[src/rtl/sd_block_seq_if.sv]
// Bundle between the SD block sequencer and its command register, block buffer
// and SPI byte-exchange engine.
interface sd_block_seq_if;
  logic        start_rd;
  logic        start_wr;
  logic [31:0] blk_addr;
  logic        busy;
  logic        done;
  logic        err;
  logic [2:0]  err_code;
  logic [8:0]  buf_addr;
  logic        buf_we;
  logic [7:0]  buf_wdata;
  logic [7:0]  buf_rdata;
  logic        spi_cs_n;
  logic        xfer_req;
  logic [7:0]  xfer_tx;
  logic        xfer_ack;
  logic [7:0]  xfer_rx;

  modport master (
    input  start_rd, start_wr, blk_addr, buf_rdata, xfer_ack, xfer_rx,
    output busy, done, err, err_code, buf_addr, buf_we, buf_wdata,
           spi_cs_n, xfer_req, xfer_tx
  );

  modport slave (
    output start_rd, start_wr, blk_addr, buf_rdata, xfer_ack, xfer_rx,
    input  busy, done, err, err_code, buf_addr, buf_we, buf_wdata,
           spi_cs_n, xfer_req, xfer_tx
  );
endinterface

[src/rtl/sd_block_seq.sv]
// Single-block CMD17/CMD24 sequencer for an initialised SDHC card over SPI,
// moving bytes between the card and a 512-byte block buffer.
module sd_block_seq #(
  parameter int RESP_POLLS  = 16,
  parameter int TOKEN_POLLS = 4096,
  parameter int BUSY_POLLS  = 65535,
  parameter int BLOCKSIZE   = 512
) (
  input logic            clk,
  input logic            rst,
  sd_block_seq_if.master bus
);

  typedef enum logic [3:0] {
    S_IDLE, S_CMD, S_R1, S_TOKEN, S_RDATA, S_RCRC, S_GAP, S_WTOK,
    S_WWAIT, S_WSEND, S_WCRC, S_DRESP, S_BUSY, S_FIN_CS, S_FIN_X
  } state_e;

  state_e      r_state;
  logic        r_is_rd;
  logic [31:0] r_addr;
  logic [9:0]  r_cnt;
  logic [15:0] r_poll;
  logic        r_busy, r_done, r_err;
  logic [2:0]  r_code;
  logic [8:0]  r_buf_addr;
  logic        r_buf_we;
  logic [7:0]  r_buf_wdata;
  logic        r_cs_n, r_req;
  logic [7:0]  r_tx;

  logic [15:0] w_poll_nxt;
  logic        w_last_byte;
  logic [7:0]  w_tx_byte;

  assign w_poll_nxt  = r_poll + 16'd1;
  assign w_last_byte = (r_cnt == 10'(BLOCKSIZE - 1));

  // Byte to launch when the current state starts its next exchange.
  always_comb begin
    // NOTE: default first so every path assigns w_tx_byte and no latch is inferred.
    w_tx_byte = 8'hFF;
    case (r_state)
      S_CMD: begin
        case (r_cnt[2:0])
          3'd0:    w_tx_byte = r_is_rd ? 8'h51 : 8'h58;
          3'd1:    w_tx_byte = r_addr[31:24];
          3'd2:    w_tx_byte = r_addr[23:16];
          3'd3:    w_tx_byte = r_addr[15:8];
          3'd4:    w_tx_byte = r_addr[7:0];
          default: w_tx_byte = 8'hFF;
        endcase
      end
      S_WTOK:  w_tx_byte = 8'hFE;
      S_WSEND: w_tx_byte = bus.buf_rdata;
      default: w_tx_byte = 8'hFF;
    endcase
  end

  // NOTE: sequential state uses non-blocking assignments so every register
  // samples pre-edge values, independent of statement order.
  always_ff @(posedge clk or posedge rst) begin
    if (rst) begin
      r_state     <= S_IDLE;
      r_is_rd     <= 1'b0;
      r_addr      <= 32'd0;
      r_cnt       <= 10'd0;
      r_poll      <= 16'd0;
      r_busy      <= 1'b0;
      r_done      <= 1'b0;
      r_err       <= 1'b0;
      r_code      <= 3'd0;
      r_buf_addr  <= 9'd0;
      r_buf_we    <= 1'b0;
      r_buf_wdata <= 8'd0;
      r_cs_n      <= 1'b1;
      r_req       <= 1'b0;
      r_tx        <= 8'hFF;
    end else begin
      r_done   <= 1'b0;
      r_buf_we <= 1'b0;
      case (r_state)
        S_IDLE: begin
          if (bus.start_rd || bus.start_wr) begin
            r_is_rd <= bus.start_rd;
            r_addr  <= bus.blk_addr;
            r_err   <= 1'b0;
            r_code  <= 3'd0;
            r_busy  <= 1'b1;
            r_cs_n  <= 1'b0;
            r_cnt   <= 10'd0;
            r_state <= S_CMD;
          end
        end
        S_WWAIT: r_state <= S_WSEND;
        S_FIN_CS: begin
          r_cs_n  <= 1'b1;
          r_state <= S_FIN_X;
        end
        default: begin
          if (!r_req) begin
            r_req <= 1'b1;
            r_tx  <= w_tx_byte;
          end else if (bus.xfer_ack) begin
            r_req <= 1'b0;
            case (r_state)
              S_CMD: begin
                if (r_cnt == 10'd5) begin
                  r_cnt   <= 10'd0;
                  r_poll  <= 16'd0;
                  r_state <= S_R1;
                end else r_cnt <= r_cnt + 10'd1;
              end
              S_R1: begin
                if (bus.xfer_rx != 8'hFF) begin
                  if (bus.xfer_rx != 8'h00) begin
                    r_err <= 1'b1; r_code <= 3'd2; r_state <= S_FIN_CS;
                  end else if (r_is_rd) begin
                    r_poll  <= 16'd0;
                    r_state <= S_TOKEN;
                  end else r_state <= S_GAP;
                end else if (w_poll_nxt == 16'(RESP_POLLS)) begin
                  r_err <= 1'b1; r_code <= 3'd1; r_state <= S_FIN_CS;
                end else r_poll <= w_poll_nxt;
              end
              S_TOKEN: begin
                if (bus.xfer_rx == 8'hFE) begin
                  r_cnt   <= 10'd0;
                  r_state <= S_RDATA;
                end else if (bus.xfer_rx != 8'hFF) begin
                  r_err <= 1'b1; r_code <= 3'd4; r_state <= S_FIN_CS;
                end else if (w_poll_nxt == 16'(TOKEN_POLLS)) begin
                  r_err <= 1'b1; r_code <= 3'd3; r_state <= S_FIN_CS;
                end else r_poll <= w_poll_nxt;
              end
              S_RDATA: begin
                r_buf_we    <= 1'b1;
                r_buf_addr  <= r_cnt[8:0];
                r_buf_wdata <= bus.xfer_rx;
                if (w_last_byte) begin
                  r_cnt   <= 10'd0;
                  r_state <= S_RCRC;
                end else r_cnt <= r_cnt + 10'd1;
              end
              S_RCRC: begin
                if (r_cnt == 10'd1) r_state <= S_FIN_CS;
                else r_cnt <= r_cnt + 10'd1;
              end
              S_GAP: r_state <= S_WTOK;
              S_WTOK: begin
                r_buf_addr <= 9'd0;
                r_cnt      <= 10'd0;
                r_state    <= S_WWAIT;
              end
              S_WSEND: begin
                if (w_last_byte) begin
                  r_cnt   <= 10'd0;
                  r_state <= S_WCRC;
                end else begin
                  r_cnt      <= r_cnt + 10'd1;
                  r_buf_addr <= r_cnt[8:0] + 9'd1;
                  r_state    <= S_WWAIT;
                end
              end
              S_WCRC: begin
                if (r_cnt == 10'd1) r_state <= S_DRESP;
                else r_cnt <= r_cnt + 10'd1;
              end
              S_DRESP: begin
                if ((bus.xfer_rx & 8'h1F) != 8'h05) begin
                  r_err <= 1'b1; r_code <= 3'd5; r_state <= S_FIN_CS;
                end else begin
                  r_poll  <= 16'd0;
                  r_state <= S_BUSY;
                end
              end
              S_BUSY: begin
                if (bus.xfer_rx == 8'hFF) r_state <= S_FIN_CS;
                else if (w_poll_nxt == 16'(BUSY_POLLS)) begin
                  r_err <= 1'b1; r_code <= 3'd6; r_state <= S_FIN_CS;
                end else r_poll <= w_poll_nxt;
              end
              S_FIN_X: begin
                r_done  <= 1'b1;
                r_busy  <= 1'b0;
                r_state <= S_IDLE;
              end
              default: r_state <= S_IDLE;
            endcase
          end
        end
      endcase
    end
  end

  assign bus.busy      = r_busy;
  assign bus.done      = r_done;
  assign bus.err       = r_err;
  assign bus.err_code  = r_code;
  assign bus.buf_addr  = r_buf_addr;
  assign bus.buf_we    = r_buf_we;
  assign bus.buf_wdata = r_buf_wdata;
  assign bus.spi_cs_n  = r_cs_n;
  assign bus.xfer_req  = r_req;
  assign bus.xfer_tx   = r_tx;

endmodule

[src/flat_wrapper.sv]
// flat-port wrapper written by rule: the top's interface ports become plain ports
module sd_block_seq_flat 
#(
  parameter int RESP_POLLS  = 16,
  parameter int TOKEN_POLLS = 4096,
  parameter int BUSY_POLLS  = 65535,
  parameter int BLOCKSIZE   = 512
)
  (clk, rst, bus_start_rd, bus_start_wr, bus_blk_addr, bus_buf_rdata, bus_xfer_ack, bus_xfer_rx, bus_busy, bus_done, bus_err, bus_err_code, bus_buf_addr, bus_buf_we, bus_buf_wdata, bus_spi_cs_n, bus_xfer_req, bus_xfer_tx);
  sd_block_seq_if bus_i ();
  input logic clk;
  input logic rst;
  input wire logic [$bits(bus_i.start_rd)-1:0] bus_start_rd;
  input wire logic [$bits(bus_i.start_wr)-1:0] bus_start_wr;
  input wire logic [$bits(bus_i.blk_addr)-1:0] bus_blk_addr;
  input wire logic [$bits(bus_i.buf_rdata)-1:0] bus_buf_rdata;
  input wire logic [$bits(bus_i.xfer_ack)-1:0] bus_xfer_ack;
  input wire logic [$bits(bus_i.xfer_rx)-1:0] bus_xfer_rx;
  output wire logic [$bits(bus_i.busy)-1:0] bus_busy;
  output wire logic [$bits(bus_i.done)-1:0] bus_done;
  output wire logic [$bits(bus_i.err)-1:0] bus_err;
  output wire logic [$bits(bus_i.err_code)-1:0] bus_err_code;
  output wire logic [$bits(bus_i.buf_addr)-1:0] bus_buf_addr;
  output wire logic [$bits(bus_i.buf_we)-1:0] bus_buf_we;
  output wire logic [$bits(bus_i.buf_wdata)-1:0] bus_buf_wdata;
  output wire logic [$bits(bus_i.spi_cs_n)-1:0] bus_spi_cs_n;
  output wire logic [$bits(bus_i.xfer_req)-1:0] bus_xfer_req;
  output wire logic [$bits(bus_i.xfer_tx)-1:0] bus_xfer_tx;
  assign bus_i.start_rd = bus_start_rd;
  assign bus_i.start_wr = bus_start_wr;
  assign bus_i.blk_addr = bus_blk_addr;
  assign bus_i.buf_rdata = bus_buf_rdata;
  assign bus_i.xfer_ack = bus_xfer_ack;
  assign bus_i.xfer_rx = bus_xfer_rx;
  assign bus_busy = bus_i.busy;
  assign bus_done = bus_i.done;
  assign bus_err = bus_i.err;
  assign bus_err_code = bus_i.err_code;
  assign bus_buf_addr = bus_i.buf_addr;
  assign bus_buf_we = bus_i.buf_we;
  assign bus_buf_wdata = bus_i.buf_wdata;
  assign bus_spi_cs_n = bus_i.spi_cs_n;
  assign bus_xfer_req = bus_i.xfer_req;
  assign bus_xfer_tx = bus_i.xfer_tx;
  sd_block_seq #(.RESP_POLLS(RESP_POLLS), .TOKEN_POLLS(TOKEN_POLLS), .BUSY_POLLS(BUSY_POLLS), .BLOCKSIZE(BLOCKSIZE)) u_core (.clk(clk), .rst(rst), .bus(bus_i));
endmodule
[config.mk]
export PLATFORM = sky130hd
export DESIGN_NAME = sd_block_seq_flat
export DESIGN_NICKNAME = d
export VERILOG_FILES = /design/src/rtl/sd_block_seq_if.sv /design/src/rtl/sd_block_seq.sv /design/src/flat_wrapper.sv
export SDC_FILE = /design/constraint.sdc
export NUM_CORES = 1
export LEC_CHECK = 0
export CAP_MARGIN = 15
export CORE_MARGIN = 3
export CORE_UTILIZATION = 30
export DETAILED_ROUTE_END_ITERATION = 10
export GPL_TIMING_DRIVEN = 0
export REMOVE_ABC_BUFFERS = 1
export SETUP_SLACK_MARGIN = 0.1
export SYNTH_ARGS = -nofsm -noshare
export SYNTH_HDL_FRONTEND = slang
export SYNTH_SLANG_ARGS = --single-unit
[constraint.sdc]
create_clock -name clk -period 10.4 [get_ports clk]
set_clock_uncertainty 0.05 [all_clocks]
set_input_delay 2.6 -clock clk [delete_from_list [all_inputs] [get_ports clk]]
set_output_delay 2.6 -clock clk [all_outputs]
set_load 0.1 [all_outputs]
Yosys cells after proc, flatten, opt, wreduce, memory -nomap -nowiden
Index checks and enable logic that the tools add are counted.
- add/sub/neg operators: 3
- multipliers: 0
- div/mod/pow operators: 0
- magnitude comparators: 0
- equality and inequality tests: 56
- shifts and indexed selects: 0
- muxes and demuxes: 90
- bitwise logic cells: 3
- reductions and logical operators: 28
- operators by type and width (cell ; count):
    two-way mux 16 bit ; 11
    case mux 16 bit (5 select lines) ; 1
    two-way mux 10 bit ; 7
    two-way mux 4 bit ; 16
    case mux 10 bit (5 select lines) ; 1
    case mux 4 bit (11 select lines) ; 1
    case mux 8 bit (5 select lines) ; 1
    two-way mux 3 bit ; 13
    equality test 4 bit (second input constant) ; 7
    two-way mux 1 bit ; 27
    case mux 9 bit (3 select lines) ; 1
    case mux 8 bit (3 select lines) ; 1
    inequality test 5 x 1 -> 1 bit (second input constant) ; 4
    case mux 10 bit (2 select lines) ; 1
    adder 16 x 1 -> 16 bit (second input constant) ; 1
    equality test 16 x 13 -> 1 bit (second input constant) ; 1
    equality test 16 bit (second input constant) ; 1
    equality test 16 x 5 -> 1 bit (second input constant) ; 1
    equality test 4 x 3 -> 1 bit (second input constant) ; 4
    equality test 8 bit (second input constant) ; 2
    inequality test 2 bit (second input constant) ; 7
    AND reduction 14 bit ; 1
    inequality test 3 bit (second input constant) ; 4
    case mux 3 bit (4 select lines) ; 1
    44 further kinds ; 65
- flip-flop bits (word level): 97
- bits in latches: 0
- RAM bits: 0
- bits in read-only memories: 0
- input port bits: 53
- output and inout port bits: 34
- memories: 0

Logic depth before layout (Yosys ltp)
Gate-level depths: netlist of the first run.
- depth in word-level cells: 9
- gate-level depth with buffers: 11
- depth with buffers taken out: 9

Worst setup path before layout of the first run
No wires, ideal clock.
- kind: input to register
- from: input bus_xfer_ack
- to: register u_core.r_addr[18]
- data arrival time: 4.454 ns
- required time: 10.225 ns
- setup slack: 5.771 ns
- stages: 9
- cells stage by stage: and2_1 > clkbuf_1 > nor2_1 > nor2_1 > nand2_1 > a221o_1 > nor2_1 > clkbuf_1 > mux2_2
- RTL lines (what ; line ; RTL):
    from (decl) ; flat_wrapper.sv:17 ; input wire logic [$bits(bus_i.xfer_ack)-1:0] bus_xfer_ack;
    to (signal assigned) ; sd_block_seq.sv:86 ; r_addr <= bus.blk_addr;
    to (decl) ; sd_block_seq.sv:21 ; logic [31:0] r_addr;

Worst setup path after layout of the first run
- from: input bus_xfer_rx[1]
- to: register u_core.r_poll[0]
- word-level cells in the longest chain between the ends: 3
- elaborated cells between the ends (all ways): 15
- those cells by class: eq/ne: 11; mux: 2; reduce/logical: 2
- ends and longest elaborated chain (what ; line ; RTL):
    from (decl) ; flat_wrapper.sv:18 ; input wire logic [$bits(bus_i.xfer_rx)-1:0] bus_xfer_rx;
    inequality test 8 bit, or another cell as far along ; sd_block_seq.sv:115, sd_block_seq.sv:130 ;
    inequality test 3 x 2 -> 1 bit (no line), or another cell as far along ; -- ;
    AND reduction 14 bit (no line) or case mux 16 bit (5 select lines) (tied branches) ; -- ;
    to (signal assigned) ; sd_block_seq.sv:124 ; end else r_poll <= w_poll_nxt;
    to (signal assigned) ; sd_block_seq.sv:134 ; end else r_poll <= w_poll_nxt;
    to (signal assigned) ; sd_block_seq.sv:181 ; end else r_poll <= w_poll_nxt;
    to (decl) ; sd_block_seq.sv:23 ; logic [15:0] r_poll;
Parallel ways exist; a longest one is shown, timed or not.
A chain may end at the register's enable or synchronous reset.

==> flow_summary.ini, run 1 <==
[power_and_ir_drop]
leakage_uw = 0.00293
reported_net_switching_power_uw = 1040
power_frac_seq = 0.313
sw_frac = 0.505
logic_gate_share_of_total_power = 0.523
peakVddDrop_mv = 0.109
cellPowerDensity_nw_per_um2 = 281
internal_power_uw = 1020
totalPowerFinal_uw = 2060
clock_power_share = 0.165

[route]
first_pass_drt_iterations = 6
detail_route.iter0.violations = 504
wl_um = 17100
drc = 0
drtAntennaViolNets = 0
vias_per_inst = 5.49
detailroute.via_count = 5344
routedWlPerCell_um = 17.5

[setup_path]
critical_path_peak_fanout = 15
setup.worst_path.start_class = input pin
critPathArrivalTime_ns = 5.83
reg2reg_depth = 7
reg2reg_slack_ns = 6.43
crit-reg2reg-capture = u_core.r_poll[0]
worst_setup_path_end_kind = flip-flop
data_required_time_at_the_worst_endpoint_ns = 10.64
timing.critical_path.mode_cell = sky130_fd_sc_hd__nor3_1
timing.critical_path.slowest_stage_cell = sky130_fd_sc_hd__nor3_1
timing.critical_path.slowest_cell_delay_ns = 0.91
worstPathCellList = clkdlybuf4s50_1 -> nor3_1 -> nand4_1 -> o21a_1 -> a221oi_1 -> nand2_1 -> nor3_1 -> mux2_2
setup.worst_path.class = in -> reg
regToRegStartpoint = u_core.r_state[3]

[floorplan]
die_w_um = 147
dieHeight_um = 147
design.die.area_sq_um = 21600
placementRows = 50
core_sq_um = 19100
initial_core_util = 0.312
pin_count = 87

[global_routing]
grt_antenna_before_repair = 0
grt_start_max_net_pins = 59
grt_pass1_vias = 5194
globalRouteTotalUtil = 0.160
grt_pass1_wl_um = 28100
gr-total-overflow = 0

[sta]
tightest_slew_ns = 1.05
final-hold-violation-count = 0
fin_crit_sh = 0.538
slew_viol_final = 0
period_needed_ns = 5.59
max_freq_mhz = 179
maxSlewHeadroom = 0.295
grt_setup_unrepaired = false
setup_total_negative_slack_ns = 0
finalSetupViolCount = 0

[synthesis]
postSynthAreaPerCell_sq_um = 9.08
netlist-cell-type-count = 74
synth_area_sq_um = 5960
yosysSeqAreaShare = 0.409
netlist_instances = 656
synth-warning-count = 0
asyncSetResetFlopFracSynth = 1.00
ys_seq_elements = 97
synth_edf_count = 0
synth_flop_cell = sky130_fd_sc_hd__dfrtp_1

[outcome]
outcome = finished, final reports clean

[clocking]
post-cts-setup-buffers = 0
cts_root_buffer = sky130_fd_sc_hd__clkbuf_16
cts_hold_repair.buffers = 0
clk-insertion-delay-late_ns = 0.35
h-tree-depth = 3
worst_setup_hold_path_clk_slew_ns = 0.07
cts_buffers = 9
tritoncts = built
numClockSinks = 97
post_cts.resized_instances = 0
cts-root-to-sink-buffers = 2

[min_path]
worst_hold_path_type = reg -> reg
hold_path_depth = 2
worstHoldEndpoint = u_core.bus.buf_addr[5]
hold_path_startpoint = u_core.bus.buf_addr[5]

[cells_and_area]
multi_input_comb_area_sq_um = 3270
design.final.nets = 770
regArea_sq_um = 2440
antennaDiodeCount = 0
layout.cells.most_common_list = 88 x sky130_fd_sc_hd__dfrtp_1, 86 x sky130_fd_sc_hd__clkdlybuf4s50_1, 58 x sky130_fd_sc_hd__nor2_1, 46 x sky130_fd_sc_hd__o21ai_0, 42 x sky130_fd_sc_hd__mux2_2
nFillCells = 1921
area_growth_syn_to_layout_pct = 23.0
final_layout_size_suffix_gt1_frac = 0.132
layout.cells.most_common = sky130_fd_sc_hd__dfrtp_1

[placed_design]
port_buffer_cells = 86
place_hpwl_um = 12000
gp_weighted_congestion = 0.856

[job]
max-cap-violations = 0
-- cell usage after synthesis (5+ instances only) --
cell type | n | area [sq um]
sky130_fd_sc_hd__xnor2_1 | 6 | 52.6
sky130_fd_sc_hd__a211o_1 | 6 | 52.6
sky130_fd_sc_hd__dfrtp_1 | 88 | 2200
sky130_fd_sc_hd__nand2b_1 | 11 | 68.8
sky130_fd_sc_hd__o21ai_0 | 46 | 230
sky130_fd_sc_hd__ha_1 | 8 | 100
sky130_fd_sc_hd__dfstp_2 | 9 | 236
sky130_fd_sc_hd__nand4_1 | 15 | 93.8
sky130_fd_sc_hd__a211oi_1 | 5 | 37.5
sky130_fd_sc_hd__nor3_1 | 21 | 105
sky130_fd_sc_hd__nand2_1 | 40 | 150
sky130_fd_sc_hd__o31ai_1 | 11 | 82.6
sky130_fd_sc_hd__a22oi_1 | 13 | 97.6
sky130_fd_sc_hd__clkbuf_1 | 43 | 161
sky130_fd_sc_hd__a221o_1 | 5 | 50.1
sky130_fd_sc_hd__nor2b_1 | 8 | 50.1
sky130_fd_sc_hd__inv_1 | 21 | 78.8
sky130_fd_sc_hd__o22ai_1 | 7 | 43.8
sky130_fd_sc_hd__nor2_1 | 59 | 221
sky130_fd_sc_hd__nor4_1 | 12 | 75.1
sky130_fd_sc_hd__and2_1 | 8 | 50.1
sky130_fd_sc_hd__mux2_2 | 42 | 473
sky130_fd_sc_hd__and3_1 | 16 | 100
sky130_fd_sc_hd__a221oi_1 | 9 | 78.8
sky130_fd_sc_hd__or3_1 | 6 | 37.5
sky130_fd_sc_hd__nand3_1 | 24 | 120
sky130_fd_sc_hd__a21oi_1 | 25 | 125
sky130_fd_sc_hd__a31oi_1 | 8 | 50.1
-- worst max path at each step --
stage / slack, ns / cells after the start / start / endpoint
global placement: 3.41 / 2 / rst / u_core.bus.buf_addr[8]
finish: 4.81 / 8 / bus_xfer_rx[1] / u_core.r_poll[0]
global route: 4.45 / 8 / bus_xfer_rx[3] / u_core.r_poll[0]
floorplan: 5.03 / 6 / bus_xfer_rx[2] / u_core.r_addr[0]
CTS: 4.77 / 8 / bus_xfer_rx[1] / u_core.r_poll[0]
detailed placement: 4.40 / 8 / bus_xfer_rx[1] / u_core.r_poll[0]
-- worst max-delay path: cells and delay by family --
family / cells / cell delay (ns)
multiplexers: 1 / 0.30
AND/OR/NAND/NOR: 4 / 1.99
buffers and inverters: 1 / 0.44
AO/OA/AOI/OAI: 2 / 0.50
-- state kept, by name, summed over array words and instances, names as in the netlist --
signal and count:
u_core.r_state 4, u_core.bus.xfer_tx 8, u_core.bus.err 1, u_core.bus.buf_we 1, u_core.bus.buf_wdata 8, u_core.bus.buf_addr 9, u_core.r_cnt 10, u_core.r_poll 16
u_core.r_is_rd 1, u_core.bus.done 1, u_core.bus.spi_cs_n 1, u_core.bus.xfer_req 1, u_core.bus.busy 1, u_core.bus.err_code 3, u_core.r_addr 32
-- area by class of cell --
| cell class | count | share of cell area |
|---|---|---|
| multi-input combinational | 489 | 0.446 |
| sequential | 97 | 0.333 |
| timing repair buffer | 90 | 0.124 |
| tap | 260 | 0.0444 |
| clock buffer | 11 | 0.0345 |
| inverter | 22 | 0.0116 |
| clock inverter | 5 | 0.00615 |
-- power by group through the flow --
| stage | Combinational [uW] | Sequential (uW) | Clock (uW) |
|---|---|---|---|
| 2_1_floorplan | 476 | 935 | 0 |
| 6_report | 1080 | 643 | 339 |
| 5_1_grt | 1150 | 667 | 365 |
| 3_3_place_gp | 1060 | 644 | 0 |
| 4_1_cts | 1070 | 641 | 349 |
| 3_5_place_dp | 1070 | 647 | 0 |
-- per-layer routing --
metal | wire length [um] | share of wire | track usage | up-vias
met5 | 0 | 0 | 0 | -
met4 | 362 | 0.021 | 0.0615 | 0
met3 | 1010 | 0.059 | 0.0308 | 19
met2 | 7740 | 0.45 | 0.238 | 149
met1 | 7950 | 0.47 | 0.229 | 2609
li1 | - | - | - | 2567
-- kinds of logic after synthesis --
logic type / count (synthesis) / synth area share
compound gates: 183 / 0.214
fa+ha+maj: 8 / 0.0168
mux: 48 / 0.0914
simple gates: 242 / 0.212
buf+inv: 70 / 0.0445
xor+xnor: 8 / 0.0118
flops: 97 / 0.409
-- through the flow --
stage          worst slack [ns]  cell area, sq um  utilization  hold WS (ns)  cells
3_5_place_dp               4.40              7010        0.367         0.422    956
4_1_cts                    4.77              7310        0.383         0.438    972
3_3_place_gp               3.41              6960        0.365         0.414    954
2_1_floorplan              5.03              5770            -         0.416    608
5_1_grt                    4.45              7320        0.384         0.459    974
6_report                   4.81              7320        0.384         0.427    974
Power figures use the tool's default switching activity.
==> run 2: changes to the inputs <==
==> constraint.sdc (replaced) <==
create_clock -name clk -period 5.2 [get_ports clk]
set_clock_uncertainty 0.05 [all_clocks]
set_input_delay 1.3 -clock clk [delete_from_list [all_inputs] [get_ports clk]]
set_output_delay 1.3 -clock clk [all_outputs]
set_load 0.1 [all_outputs]
==> results of run 2 <==
Same layout as run 1 (identical final DEF). Status: finished, final reports clean.
Among the figures that moved: setup slack after placement 4.40 ns -> 0.498 ns; setup slack after layout 4.81 ns -> 0.908 ns; register-to-register setup slack 6.43 ns -> 1.23 ns; total power 2060 uW -> 4110 uW; worst IR drop on VDD 0.109 mV -> 0.218 mV
==> run 3: changes to the inputs <==
==> constraint.sdc (replaced) <==
create_clock -name clk -period 3.47 [get_ports clk]
set_clock_uncertainty 0.05 [all_clocks]
set_input_delay 0.8675 -clock clk [delete_from_list [all_inputs] [get_ports clk]]
set_output_delay 0.8675 -clock clk [all_outputs]
set_load 0.1 [all_outputs]
==> run 3 against run 2 <==
Combinational power up 56%. Setup slack worse by 0.75 ns. Clock power up 51%. Global-route usage up 0.099 points. Clock-buffer cell count unchanged. Wire length up 3.3%. Utilization up 1.6 points. Register-to-register slack worse by 1.1 ns. Critical path type is now reg -> reg. Critical endpoint is now u_core.bus.err_code[1]. Largest power group unchanged.
==> flow_summary.ini, run 3 (synthesized netlist as in run 1, its figures left out) <==
[outcome]
outcome = finished, final reports clean

[setup_path]
critical-path-top-delay-family = simple AND/OR/NAND/NOR gates
setup.worst_path.class = reg -> reg
critPathArrivalTime_ns = 3.50
reg2reg_slack_ns = 0.16
reg2reg_depth = 8
critical_path_peak_fanout = 11
worstPathCellList = ha_4 -> and4_2 -> and4_4 -> xnor2_1 -> or4_4 -> or4b_4 -> a211oi_4 -> mux2_4
timing.critical_path.slowest_stage_cell = sky130_fd_sc_hd__or4b_4
crit-reg2reg-capture = u_core.bus.err_code[1]
regToRegStartpoint = u_core.r_poll[1]
worst_setup_path_end_kind = flip-flop
timing.critical_path.slowest_cell_delay_ns = 0.58
setup.worst_path.start_class = flip-flop
cp_num_buf_inv = 0
data_required_time_at_the_worst_endpoint_ns = 3.66

[power_and_ir_drop]
peakVddDrop_mv = 0.330
cellPowerDensity_nw_per_um2 = 827
leakage_uw = 0.00306
totalPowerFinal_uw = 6310

[cells_and_area]
area_growth_syn_to_layout_pct = 28.1
design.final.nets = 794
largest_register_ffs = 32
regArea_sq_um = 2460
layout.cells.most_common_list = 86 x sky130_fd_sc_hd__clkdlybuf4s50_1, 74 x sky130_fd_sc_hd__dfrtp_1, 58 x sky130_fd_sc_hd__nor2_1, 46 x sky130_fd_sc_hd__o21ai_0, 42 x sky130_fd_sc_hd__mux2_2
multi_input_comb_area_sq_um = 3380
postLayoutCellArea_sq_um = 7630
top_registers = u_core.r_addr (32), u_core.r_poll (16), u_core.r_cnt (10)
layout.cells.most_common = sky130_fd_sc_hd__clkdlybuf4s50_1
antennaDiodeCount = 0
final_layout_size_suffix_gt1_frac = 0.194
largest-register = u_core.r_addr
nFillCells = 1894

[clocking]
numClockSinks = 97
h-tree-depth = 3
cts_buffers = 9
cts_root_buffer = sky130_fd_sc_hd__clkbuf_16
worst_setup_hold_path_clk_slew_ns = 0.07
cts-root-to-sink-buffers = 2
cts_hold_repair.buffers = 0
clk-insertion-delay-late_ns = 0.36
tritoncts = built

[route]
detail_route.iter0.violations = 497
drc = 0
first_pass_drt_iterations = 5
drtAntennaViolNets = 0
detailroute.via_count = 5472
vias_per_inst = 5.48
wl_um = 17600
routedWlPerCell_um = 17.7

[global_routing]
grt_pass1_vias = 5210
gr-total-overflow = 0
grt_start_max_net_pins = 59
grt_pass1_wl_um = 28400
grt_antenna_before_repair = 0
globalRouteTotalUtil = 0.161

[floorplan]
dieHeight_um = 147
die_w_um = 147
pin_count = 87
initial_core_util = 0.312
core_sq_um = 19100
placementRows = 50
design.die.area_sq_um = 21600

[sta]
grt_setup_unrepaired = false
max_freq_mhz = 302
maxSlewHeadroom = 0.294
final-hold-violation-count = 0
fin_crit_sh = 0.954
period_needed_ns = 3.31
slew_viol_final = 0
fin_ws_ns = 0.161
final.hold.worst_slack_ns = 0.427
tightest_slew_ns = 1.06
finalSetupViolCount = 0

[placed_design]
gp_weighted_congestion = 0.856
detailedPlace.worstSlack_ns = -0.799
place_area_sq_um = 7010
port_buffer_cells = 86
place_hpwl_um = 12000

[min_path]
worstHoldEndpoint = u_core.bus.buf_addr[5]
worst_hold_path_type = reg -> reg
hold_path_depth = 2
hold_path_startpoint = u_core.bus.buf_addr[5]

[job]
max-cap-violations = 0
==> run 3: worst min-delay path: cells and delay by family, from the launching register on <==
family / cells / cell delay [ns]
DFF: 1 / 0.34
AOI/OAI and AO/OA: 1 / 0.06
and+or+nand+nor: 1 / 0.04
==> run 3: worst max path at each step <==
stage / start / end / slack, ns / cells past startpoint
after floorplan: u_core.bus.xfer_req / u_core.r_addr[0] / -0.39 / 7
after global placement: rst / u_core.bus.buf_addr[8] / -1.79 / 2
after detailed placement: bus_xfer_rx[1] / u_core.r_poll[0] / -0.80 / 8
after CTS: bus_xfer_rx[5] / u_core.r_poll[8] / 0.11 / 8
after global routing: u_core.r_poll[0] / u_core.bus.err_code[1] / 0.09 / 8
final: u_core.r_poll[1] / u_core.bus.err_code[1] / 0.16 / 8
==> run 3: timing repair <==
action,in CTS,in global routing
pin swaps,2,6
gates cloned,0,1
buffers inserted,4,19
endpoints found under the setup margin,55,51
hold endpoints to repair,0,0
gates resized for setup,21,14
==> run 3: final cells by class <==
cell class	instances	area share
clock buffers	11	0.0331
well taps	260	0.0426
repair buffers	113	0.142
clock inverters	5	0.00590
flip-flops and latches	97	0.322
inverters	22	0.0112
multi-input cells	490	0.443
==> run 3: metrics by stage <==
step | utilization | TNS (ns) | cells
floorplan | - | -13.32 | 608
global placement | 0.365 | -236.69 | 954
detailed placement | 0.367 | -18.19 | 956
CTS | 0.389 | 0 | 976
global route | 0.400 | 0 | 998
finish | 0.400 | 0 | 998
==> run 3: metal layers <==
layer	track usage	wire, um	vias up
met1	0.229	8290	2685
li1	-	-	2609
met4	0.0568	354	0
met3	0.0308	967	22
met5	0	0	-
met2	0.244	8020	156
==> run 3: power by group <==
| group | switching [uW] | internal, uW | leakage, uW |
|---|---|---|---|
| registers | 442 | 1500 | 0.00123 |
| clock network | 481 | 538 | 0.000145 |
| logic | 2250 | 1100 | 0.00169 |
| total | 3170 | 3140 | 0.00306 |
